==> src/rtl/i2c_pkg.sv <==
// Shared definitions for the I2C transaction scheduler and its helpers.
package i2c_pkg;

  localparam int DEF_NUM_REQ  = 2;
  localparam int DEF_ADDR_LEN = 7;
  localparam int DEF_DATA_LEN = 8;
  localparam int DEF_TIMEOUT  = 4096;

  typedef enum logic [2:0] {
    ST_IDLE      = 3'd0,
    ST_LAUNCH    = 3'd1,
    ST_WAIT_BUSY = 3'd2,
    ST_WAIT_DONE = 3'd3,
    ST_COMPLETE  = 3'd4,
    ST_ERROR     = 3'd5
  } state_t;

endpackage

==> src/rtl/i2c_txn_scheduler_rr_arbiter.sv <==
// Combinational round-robin pick: lowest requesting index at or after ptr, wrapping.
// Reusable for any shared I2C resource; gives one-hot and encoded winner.
module rr_arbiter #(
  parameter int N  = 2,
  parameter int IW = (N > 1) ? $clog2(N) : 1
) (
  input  logic [N-1:0]  req,
  input  logic [IW-1:0] ptr,
  output logic [N-1:0]  gnt,
  output logic [IW-1:0] idx,
  output logic          any
);

  always_comb begin
    int j;
    logic [IW-1:0] jj;
    j   = 0;
    jj  = '0;
    gnt = '0;
    idx = '0;
    any = 1'b0;
    for (int i = 0; i < N; i++) begin
      j = int'(ptr) + i;
      if (j >= N) j = j - N;
      jj = IW'(j);
      if (!any && req[jj]) begin
        any     = 1'b1;
        gnt[jj] = 1'b1;
        idx     = jj;
      end
    end
  end

endmodule

==> src/rtl/i2c_txn_scheduler.sv <==
// Shares one I2C master between NUM_REQ requesters: round-robin grant, launch,
// completion tracking, and a watchdog that turns a hung master into err + sticky fault.
module i2c_txn_scheduler
  import i2c_pkg::*;
#(
  parameter int NUM_REQ  = DEF_NUM_REQ,
  parameter int ADDR_LEN = DEF_ADDR_LEN,
  parameter int DATA_LEN = DEF_DATA_LEN,
  parameter int TIMEOUT  = DEF_TIMEOUT
) (
  input  logic                         clk,
  input  logic                         rst_n,
  input  logic [NUM_REQ-1:0]           req,
  input  logic [NUM_REQ*ADDR_LEN-1:0]  req_addr,
  input  logic [NUM_REQ-1:0]           req_rw,
  input  logic [NUM_REQ*2*DATA_LEN-1:0] req_wdata,
  output logic [NUM_REQ-1:0]           gnt,
  output logic [NUM_REQ-1:0]           done,
  output logic                         err,
  output logic [2*DATA_LEN-1:0]        rdata,
  output logic                         fault,
  input  logic                         fault_clr,
  output logic                         m_start,
  output logic [ADDR_LEN-1:0]          m_add_reg,
  output logic                         m_R_W,
  output logic [DATA_LEN-1:0]          m_data_1,
  output logic [DATA_LEN-1:0]          m_data_2,
  input  logic                         m_free,
  input  logic [2*DATA_LEN-1:0]        m_rdata,
  output state_t                       dbg_state
);

  // Handshake: a requester holds req high until it sees its one-cycle done pulse;
  // gnt stays high from launch through the done cycle, and dropping req while
  // granted does not abort the transaction.

  localparam int IW = $clog2(NUM_REQ);
  localparam int WW = $clog2(TIMEOUT + 1);

  state_t                state, state_nxt;
  logic [IW-1:0]         ptr, gnt_idx, ptr_nxt;
  logic [WW-1:0]         wdog;
  logic                  wdog_expired;
  logic                  free_q;
  logic [NUM_REQ-1:0]    arb_gnt;
  logic [IW-1:0]         arb_idx;
  logic                  arb_any;
  logic [ADDR_LEN-1:0]   sel_addr;
  logic                  sel_rw;
  logic [2*DATA_LEN-1:0] sel_wdata;

  rr_arbiter #(.N(NUM_REQ), .IW(IW)) u_arb (
    .req (req),
    .ptr (ptr),
    .gnt (arb_gnt),
    .idx (arb_idx),
    .any (arb_any)
  );

  always_comb begin
    sel_addr  = '0;
    sel_rw    = 1'b0;
    sel_wdata = '0;
    for (int i = 0; i < NUM_REQ; i++) begin
      if (arb_gnt[i]) begin
        sel_addr  = req_addr[i*ADDR_LEN +: ADDR_LEN];
        sel_rw    = req_rw[i];
        sel_wdata = req_wdata[i*2*DATA_LEN +: 2*DATA_LEN];
      end
    end
  end

  assign wdog_expired = (wdog == WW'(TIMEOUT - 1));
  assign ptr_nxt      = (gnt_idx == IW'(NUM_REQ - 1)) ? '0 : gnt_idx + IW'(1);

  // Busy/done tracking uses a flopped copy of m_free, so completion is judged
  // on a registered input and done lands two cycles after m_free rises.
  always_comb begin
    state_nxt = state;
    case (state)
      ST_IDLE:      if (!fault && m_free && arb_any) state_nxt = ST_LAUNCH;
      ST_LAUNCH:    state_nxt = ST_WAIT_BUSY;
      ST_WAIT_BUSY: begin
        if (!free_q)           state_nxt = ST_WAIT_DONE;
        else if (wdog_expired) state_nxt = ST_ERROR;
      end
      ST_WAIT_DONE: begin
        if (free_q)            state_nxt = ST_COMPLETE;
        else if (wdog_expired) state_nxt = ST_ERROR;
      end
      ST_COMPLETE:  state_nxt = ST_IDLE;
      ST_ERROR:     state_nxt = ST_IDLE;
      default:      state_nxt = ST_IDLE;
    endcase
  end

  assign m_start   = (state == ST_LAUNCH);
  assign err       = (state == ST_ERROR);
  assign done      = (state == ST_COMPLETE || state == ST_ERROR) ? gnt : '0;
  assign dbg_state = state;

  always_ff @(posedge clk or negedge rst_n) begin
    if (!rst_n) begin
      state     <= ST_IDLE;
      gnt       <= '0;
      gnt_idx   <= '0;
      ptr       <= '0;
      wdog      <= '0;
      free_q    <= 1'b0;
      fault     <= 1'b0;
      rdata     <= '0;
      m_add_reg <= '0;
      m_R_W     <= 1'b0;
      m_data_1  <= '0;
      m_data_2  <= '0;
    end else begin
      state  <= state_nxt;
      free_q <= m_free;

      if (state == ST_LAUNCH || (state == ST_WAIT_BUSY && !free_q))
        wdog <= '0;
      else if ((state == ST_WAIT_BUSY || state == ST_WAIT_DONE) && wdog != WW'(TIMEOUT))
        wdog <= wdog + WW'(1);

      // A timeout beats a simultaneous clear.
      if (state == ST_ERROR)  fault <= 1'b1;
      else if (fault_clr)     fault <= 1'b0;

      case (state)
        ST_IDLE: begin
          if (state_nxt == ST_LAUNCH) begin
            gnt       <= arb_gnt;
            gnt_idx   <= arb_idx;
            m_add_reg <= sel_addr;
            m_R_W     <= sel_rw;
            m_data_1  <= sel_wdata[2*DATA_LEN-1:DATA_LEN];
            m_data_2  <= sel_wdata[DATA_LEN-1:0];
          end
        end
        ST_COMPLETE: begin
          gnt <= '0;
          ptr <= ptr_nxt;
          if (m_R_W) rdata <= m_rdata;
        end
        ST_ERROR: begin
          gnt <= '0;
          ptr <= ptr_nxt;
        end
        default: ;
      endcase
    end
  end

endmodule

==> config.mk <==
export PLATFORM = sky130hd
export DESIGN_NAME = i2c_txn_scheduler
export DESIGN_NICKNAME = d
export VERILOG_FILES = /design/src/rtl/i2c_pkg.sv /design/src/rtl/i2c_txn_scheduler_rr_arbiter.sv /design/src/rtl/i2c_txn_scheduler.sv
export SDC_FILE = /design/constraint.sdc
export NUM_CORES = 1
export LEC_CHECK = 0
export ABC_AREA = 1
export CORE_ASPECT_RATIO = 2
export CORE_UTILIZATION = 41
export CTS_BUF_LIST = sky130_fd_sc_hd__clkbuf_16
export DETAILED_ROUTE_END_ITERATION = 8
export HOLD_SLACK_MARGIN = 0.12
export PLACE_DENSITY = 0.8
export RECOVER_POWER = 50
export SYNTH_ARGS = -nofsm -noshare
export SYNTH_HDL_FRONTEND = slang
export SYNTH_SLANG_ARGS = --single-unit
==> constraint.sdc <==
create_clock -name clk -period 1.3 [get_ports clk]
set_input_delay 0.26 -clock clk [delete_from_list [all_inputs] [get_ports clk]]
set_output_delay 0.26 -clock clk [all_outputs]
set_load 0.02 [all_outputs]
==> impl_metrics.toml, run 1 <==
[yosys]
syn-num-nets = 488
seq_area_frac_synth_pct = 47.1
yosysTopAreaCell = "dfrtp_1"
synth-edff-count = 0
synth_warnings = 0
synthTopCellsByCount = "135 x nand2_1, 72 x inv_1, 62 x dfrtp_1"
synth_flop_cell = "dfrtp_1"
ys_top_cells_by_area = "dfrtp_1 47%, nand2_1 15%, inv_1 8.2%"
synth_cells = 416
async_flop_share_pct = 100
mappedNetlistArea_sq_um = 3300
synth.avg_cell_area_sq_um = 7.92
yosys.cell_count.top_type = "nand2_1"
synth_top_area_share_pct = 47.1
ys_types = 25
ys_ff_latch = 62

[clocking]
clock_latency_ps = 330
cts_sinks = 62
cts-root-buf = "clkbuf_16"
cts_buffer_depth = 2
cts_buffers = 9
htree_levels = 3
cts_tree = "done"
clk_pin_slew_worst_paths_ps = 50

[timing]
finalCritPeriodShare_pct = 116
worst_slack_ps = -204
finClkSkew_ps = 5.59
slew_violations = 0
finalSetupViolCount = 63
relSlewSlack_pct = 61.4
rsz0062_at_grt = "yes"
tightest_slew_ps = 579
hold_viol_final = 0
max_freq_ghz = 0.665
fin_tns_setup_ps = -6150
period_needed_ps = 1500

[detailed_routing]
via_per_inst = 5.03
wirelength_um = 11300
vias = 3499
drt-pass1-iter-count = 6
drc = 0
ant_nets = 0
routedWlPerCell_um = 16.2
drtIter0Drc = 223

[setup_path]
cp_top_family = "simple AND/OR/NAND/NOR gates"
worstPathMaxFanout = 5
critical_path_arrival_ps = 1770
crit_path_end_kind = "flop"
rr_worst_depth = 8
crit_slowest_cell = "dfrtp_1"
cp-start-kind = "flop"
crit_buf_inv = 1
required_ps = 1560
worst-path-stages = 8
path_common_cell = "nand2_1"
worstPathCellList = "nand2_1 > nor2_2 > inv_1 > o21bai_1 > nand2_1 > nor2_1 > nand2_2 > nand2_1"
crit_type = "flop to flop"
slowest_delay_ps = 450

[flow_run]
drv_cap = 0

[floorplan]
dieArea_sq_um = 8420
coreArea_sq_um = 7660
die_h_um = 129
io_pins = 120
fp.dieW_um = 65.4
rows = 45
start_util_pct = 43.0

[pwr]
power.density_nw_per_um2 = 1880
p_leak_nw = 2.92
worst_ir_drop_vdd_v = 0.00127

[cells_and_area]
top_regs = "rdata: 16 flops, wdog: 13 flops"
fin_util_pct = 75.0
seqCellArea_sq_um = 1560
syn_to_final_growth_pct = 74.1
fillerInstances = 562
nNetsFinal = 669
fin_area_sq_um = 5740
drive_gt1_share_pct = 31.1
multi_input_area_sq_um = 1660
largest_register_ffs = 16
diodes = 0
largest-register = "rdata"

[place]
dp_hpwl_um = 6890
port-buffer-count = 119
gp_congestion = 0.883
place_area_sq_um = 4950
preCtsSetupSlack_ps = -325

[worst_hold_path]
hold_depth = 2
min_path_type = "flop to flop"

[grt]
grt_pass1_wl_um = 16800
grt_pass1_vias = 3603
grt.total_usage_pct = 26.4
globalRoute.totalOverflow = 0
grt_max_degree = 63
antenna_found_initial = 0

[run_status]
failed_checks = "setup timing"
status = "finished, violations left"
kinds of logic (layout without fill, tap and decap cells):
group,after synthesis,count (layout),share of synthesized area [%]
xor gates and xnor gates,4,4,1.06
muxes,16,16,6.61
and+or+nand+nor,204,205,26.5
AOI/OAI and AO/OA,36,36,6.53
buffers and inverters,92,276,11.4
DFF,62,62,47.1
adders and majority gates,2,2,0.759
layout make-up:
cell class	count	area share (%)
clock buffer	9	3.92
clock inverter	6	0.959
inverter	77	5.25
multi-input combinational	263	29.0
sequential	62	27.2
tap	94	2.05
timing repair buffer	184	31.7
placed cells by master (no fill, tap or decap), drive strengths merged:
cell type      netlist  routed
a21oi                3       3
buf                 15      72
bufinv               0       1
clkbuf               0      16
clkdlybuf4s15        0      33
clkdlybuf4s50        0      67
clkinv               0       3
clkinvlp             0       1
dfrtp               62      62
dlygate4sd2          0       3
dlygate4sd3          0       2
ha                   2       2
inv                 77      78
mux2                16      16
nand2              138     139
nand3               29      29
nand4                4       4
nor2                30      30
nor3                 2       2
o21ai                6       6
o21bai               1       1
o22ai               26      26
or2                  1       1
xor2                 4       4
where the power goes:
part           internal, mW  total, mW  switching (mW)
clock network          1.45       2.28           0.834
logic                  2.54       5.42            2.88
registers              2.61       3.06           0.457
per-layer routing:
layer | routed length, um | GRT usage, % | up-vias
li1 | - | - | 1655
met1 | 3970 | 27.4 | 1661
met2 | 6400 | 49.4 | 152
met3 | 572 | 4.96 | 31
met4 | 333 | 12.1 | 0
met5 | 0 | 0 | -
worst paths after layout:
kind / start / endpoint / slack (ps)
max in group asynchronous: rst_n / wdog[3] / 310
min: m_add_reg[3] / m_add_reg[3] / 480
min in group asynchronous: rst_n / wdog[4] / 530
min reg2reg: m_add_reg[3] / m_add_reg[3] / 480
max reg2reg: wdog[6] / wdog[8] / -200
max: wdog[6] / wdog[8] / -200
repair_timing:
item | 4_1_cts | 5_1_grt
endpoints found under the hold margin | 62 | 0
pin swaps | 28 | 21
gates resized for setup | 161 | 72
hold buffers | 1 | 0
gates cloned | 1 | 2
buffers inserted | 12 | 9
endpoints found under the setup margin | 109 | 89
metrics by stage:
step                      total power [mW]  hold slack, ps  std cells
after CTS                             10.4             420        686
after global routing                  11.3             506        695
after global placement                7.72             296        659
after floorplan                       5.36           -35.6        416
after detailed placement              7.84             299        659
final                                 10.8             478        695
worst min-delay path, stage by stage, from the launching register on:
cell     delay (ps)
dfrtp_1         340
nand2_1          50
nand2_1          50
Power figures use the tool's default switching activity.
==> run 2, diff against run 1 <==
SKIP_LAST_GASP = 1   (was default)
==> run 2 against run 1 <==
Compared with the run above: largest cell class unchanged; register-to-register slack improved by 20 ps; cell count fell by 0.43%; critical path type is now flop to output port; clock skew barely moved; critical endpoint is now done[0]; the run still ends with setup timing left; design area fell by 0.17%; sequential share of layout area rose by 0.069 points.
==> impl_metrics.toml, run 2 (same netlist as run 1, synthesis figures left out) <==
[place]
place.detailed.instances = 659
place_area_sq_um = 4950
port-buffer-count = 119
dp_hpwl_um = 6890
gp_congestion = 0.883

[setup_path]
cp_top_family = "flip-flops"
crit_path_end_kind = "output port"
worstPathMaxFanout = 4
worstPathCellList = "nor2_4 > inv_4 > nor2_4 > buf_6"
crit_type = "flop to output port"
path_common_cell = "nor2_4"
crit_buf_inv = 2
cp-start-kind = "flop"
critical_path_arrival_ps = 1220
slowest_delay_ps = 450
crit_slowest_cell = "dfrtp_2"
required_ps = 1040

[detailed_routing]
ant_nets = 0
drt-pass1-iter-count = 6
vias = 3488
routedWlPerCell_um = 16.0
wirelength_um = 11000
drc = 0
via_per_inst = 5.04
drtIter0Drc = 204

[cells_and_area]
top_regs = "rdata: 16 flops, wdog: 13 flops"
nNetsFinal = 666
fin_util_pct = 74.8
diodes = 0
fin_area_sq_um = 5730
layout_commonest_cell = "nand2_1"
largest-register = "rdata"
syn_to_final_growth_pct = 73.8
drive_gt1_share_pct = 31.4
largest_register_ffs = 16
fillerInstances = 551
stdcell_count = 692
mostFrequentLayoutCells = "121 x nand2_1, 67 x clkdlybuf4s50_1, 66 x inv_1, 55 x dfrtp_1, 36 x buf_4"

[clocking]
cts_buffers = 9
cts_buffer_depth = 2
cts_sinks = 62
cts_tree = "done"
cts-root-buf = "clkbuf_16"
clock_latency_ps = 330
clk_pin_slew_worst_paths_ps = 50
htree_levels = 3

[worst_hold_path]
min_path_type = "flop to flop"

[pwr]
p_leak_nw = 2.88
power.density_nw_per_um2 = 1870
worst_ir_drop_vdd_v = 0.00124
power.total_mw = 10.7

[timing]
period_needed_ps = 1480
finalCritPeriodShare_pct = 114
finClkSkew_ps = 5.56
slew_violations = 0
finalSetupViolCount = 62
rsz0062_at_grt = "yes"
worst_slack_ps = -184
hold_viol_final = 0
fin_tns_setup_ps = -5280
max_freq_ghz = 0.674
tightest_slew_ps = 571
relSlewSlack_pct = 61.9

[floorplan]
die_h_um = 129
coreArea_sq_um = 7660
start_util_pct = 43.0
dieArea_sq_um = 8420
io_pins = 120
rows = 45
fp.dieW_um = 65.4

[grt]
grt.total_usage_pct = 26.4
grt_max_degree = 63
antenna_found_initial = 0
grt_pass1_wl_um = 16800
globalRoute.totalOverflow = 0
grt_pass1_vias = 3619

[run_status]
failed_checks = "setup timing"
status = "finished, violations left"

[flow_run]
drv_cap = 0
[run 2: worst reg2reg max path, cell delays in order (launching register included)]
cell and delay (ps):
dfrtp_2 450, inv_2 90, buf_6 100, nor2_4 30, nand2_2 70, nor2_4 50
nor2_4 170, inv_4 110, nor2_2 210, nand2_4 70, nand2_1 60
[run 2: worst paths after layout]
check | startpoint | slack [ps] | end | cells after the start
max in group asynchronous | rst_n | 320 | wdog[2] | 3
min in group asynchronous | rst_n | 550 | ptr | 3
min reg2reg | m_add_reg[3] | 480 | m_add_reg[3] | 2
max reg2reg | dbg_state[1] | -180 | wdog[3] | 10
max | dbg_state[1] | -180 | done[0] | 4
min | m_add_reg[3] | 480 | m_add_reg[3] | 2
[run 2: timing repair]
item / 4_1_cts / 5_1_grt
cloned: 1 / 1
pin swaps: 28 / 25
endpoints found under the setup margin: 109 / 87
setup buffers: 12 / 7
hold buffers: 1 / 0
endpoints found under the hold margin: 62 / 0
gates resized for setup: 152 / 85
[run 2: power by group]
part / total [mW] / internal, mW / leakage (nW) / switching [mW]
registers: 3.06 / 2.61 / 0.779 / 0.457
clock network: 2.27 / 1.45 / 0.140 / 0.825
logic: 5.37 / 2.50 / 1.96 / 2.87
total: 10.7 / 6.56 / 2.88 / 4.15
[run 2: metal layers]
layer  up-vias  wire length [um]  track usage, %
li1       1648                 -               -
met1      1634              3870            27.2
met2       167              6190            49.3
met3        39               613            5.14
met4         0               380            12.3
met5         -                 0               0
[run 2: layout make-up]
class | count | area (sq um) | share of cell area [%]
Tap cell | 94 | 118 | 2.05
Multi-Input combinational cell | 263 | 1680 | 29.3
Clock buffer | 9 | 225 | 3.93
Sequential cell | 62 | 1560 | 27.2
Clock inverter | 6 | 55.1 | 0.961
Inverter | 77 | 302 | 5.26
Timing Repair Buffer | 181 | 1790 | 31.2
[run 2: per-stage QoR]
step / setup WS (ps) / hold slack [ps]
CTS: -186 / 420
detailed placement: -325 / 299
floorplan: -50.5 / -35.6
finish: -184 / 477
global placement: -261 / 296
global route: -230 / 506
==> run 3, diff against run 2 <==
CTS_CLUSTER_DIAMETER = 40   (was default)
SKIP_LAST_GASP = default   (was 1)
==> results of run 3 <==
Same layout as run 1: the final DEF is identical, and so are final timing and power.
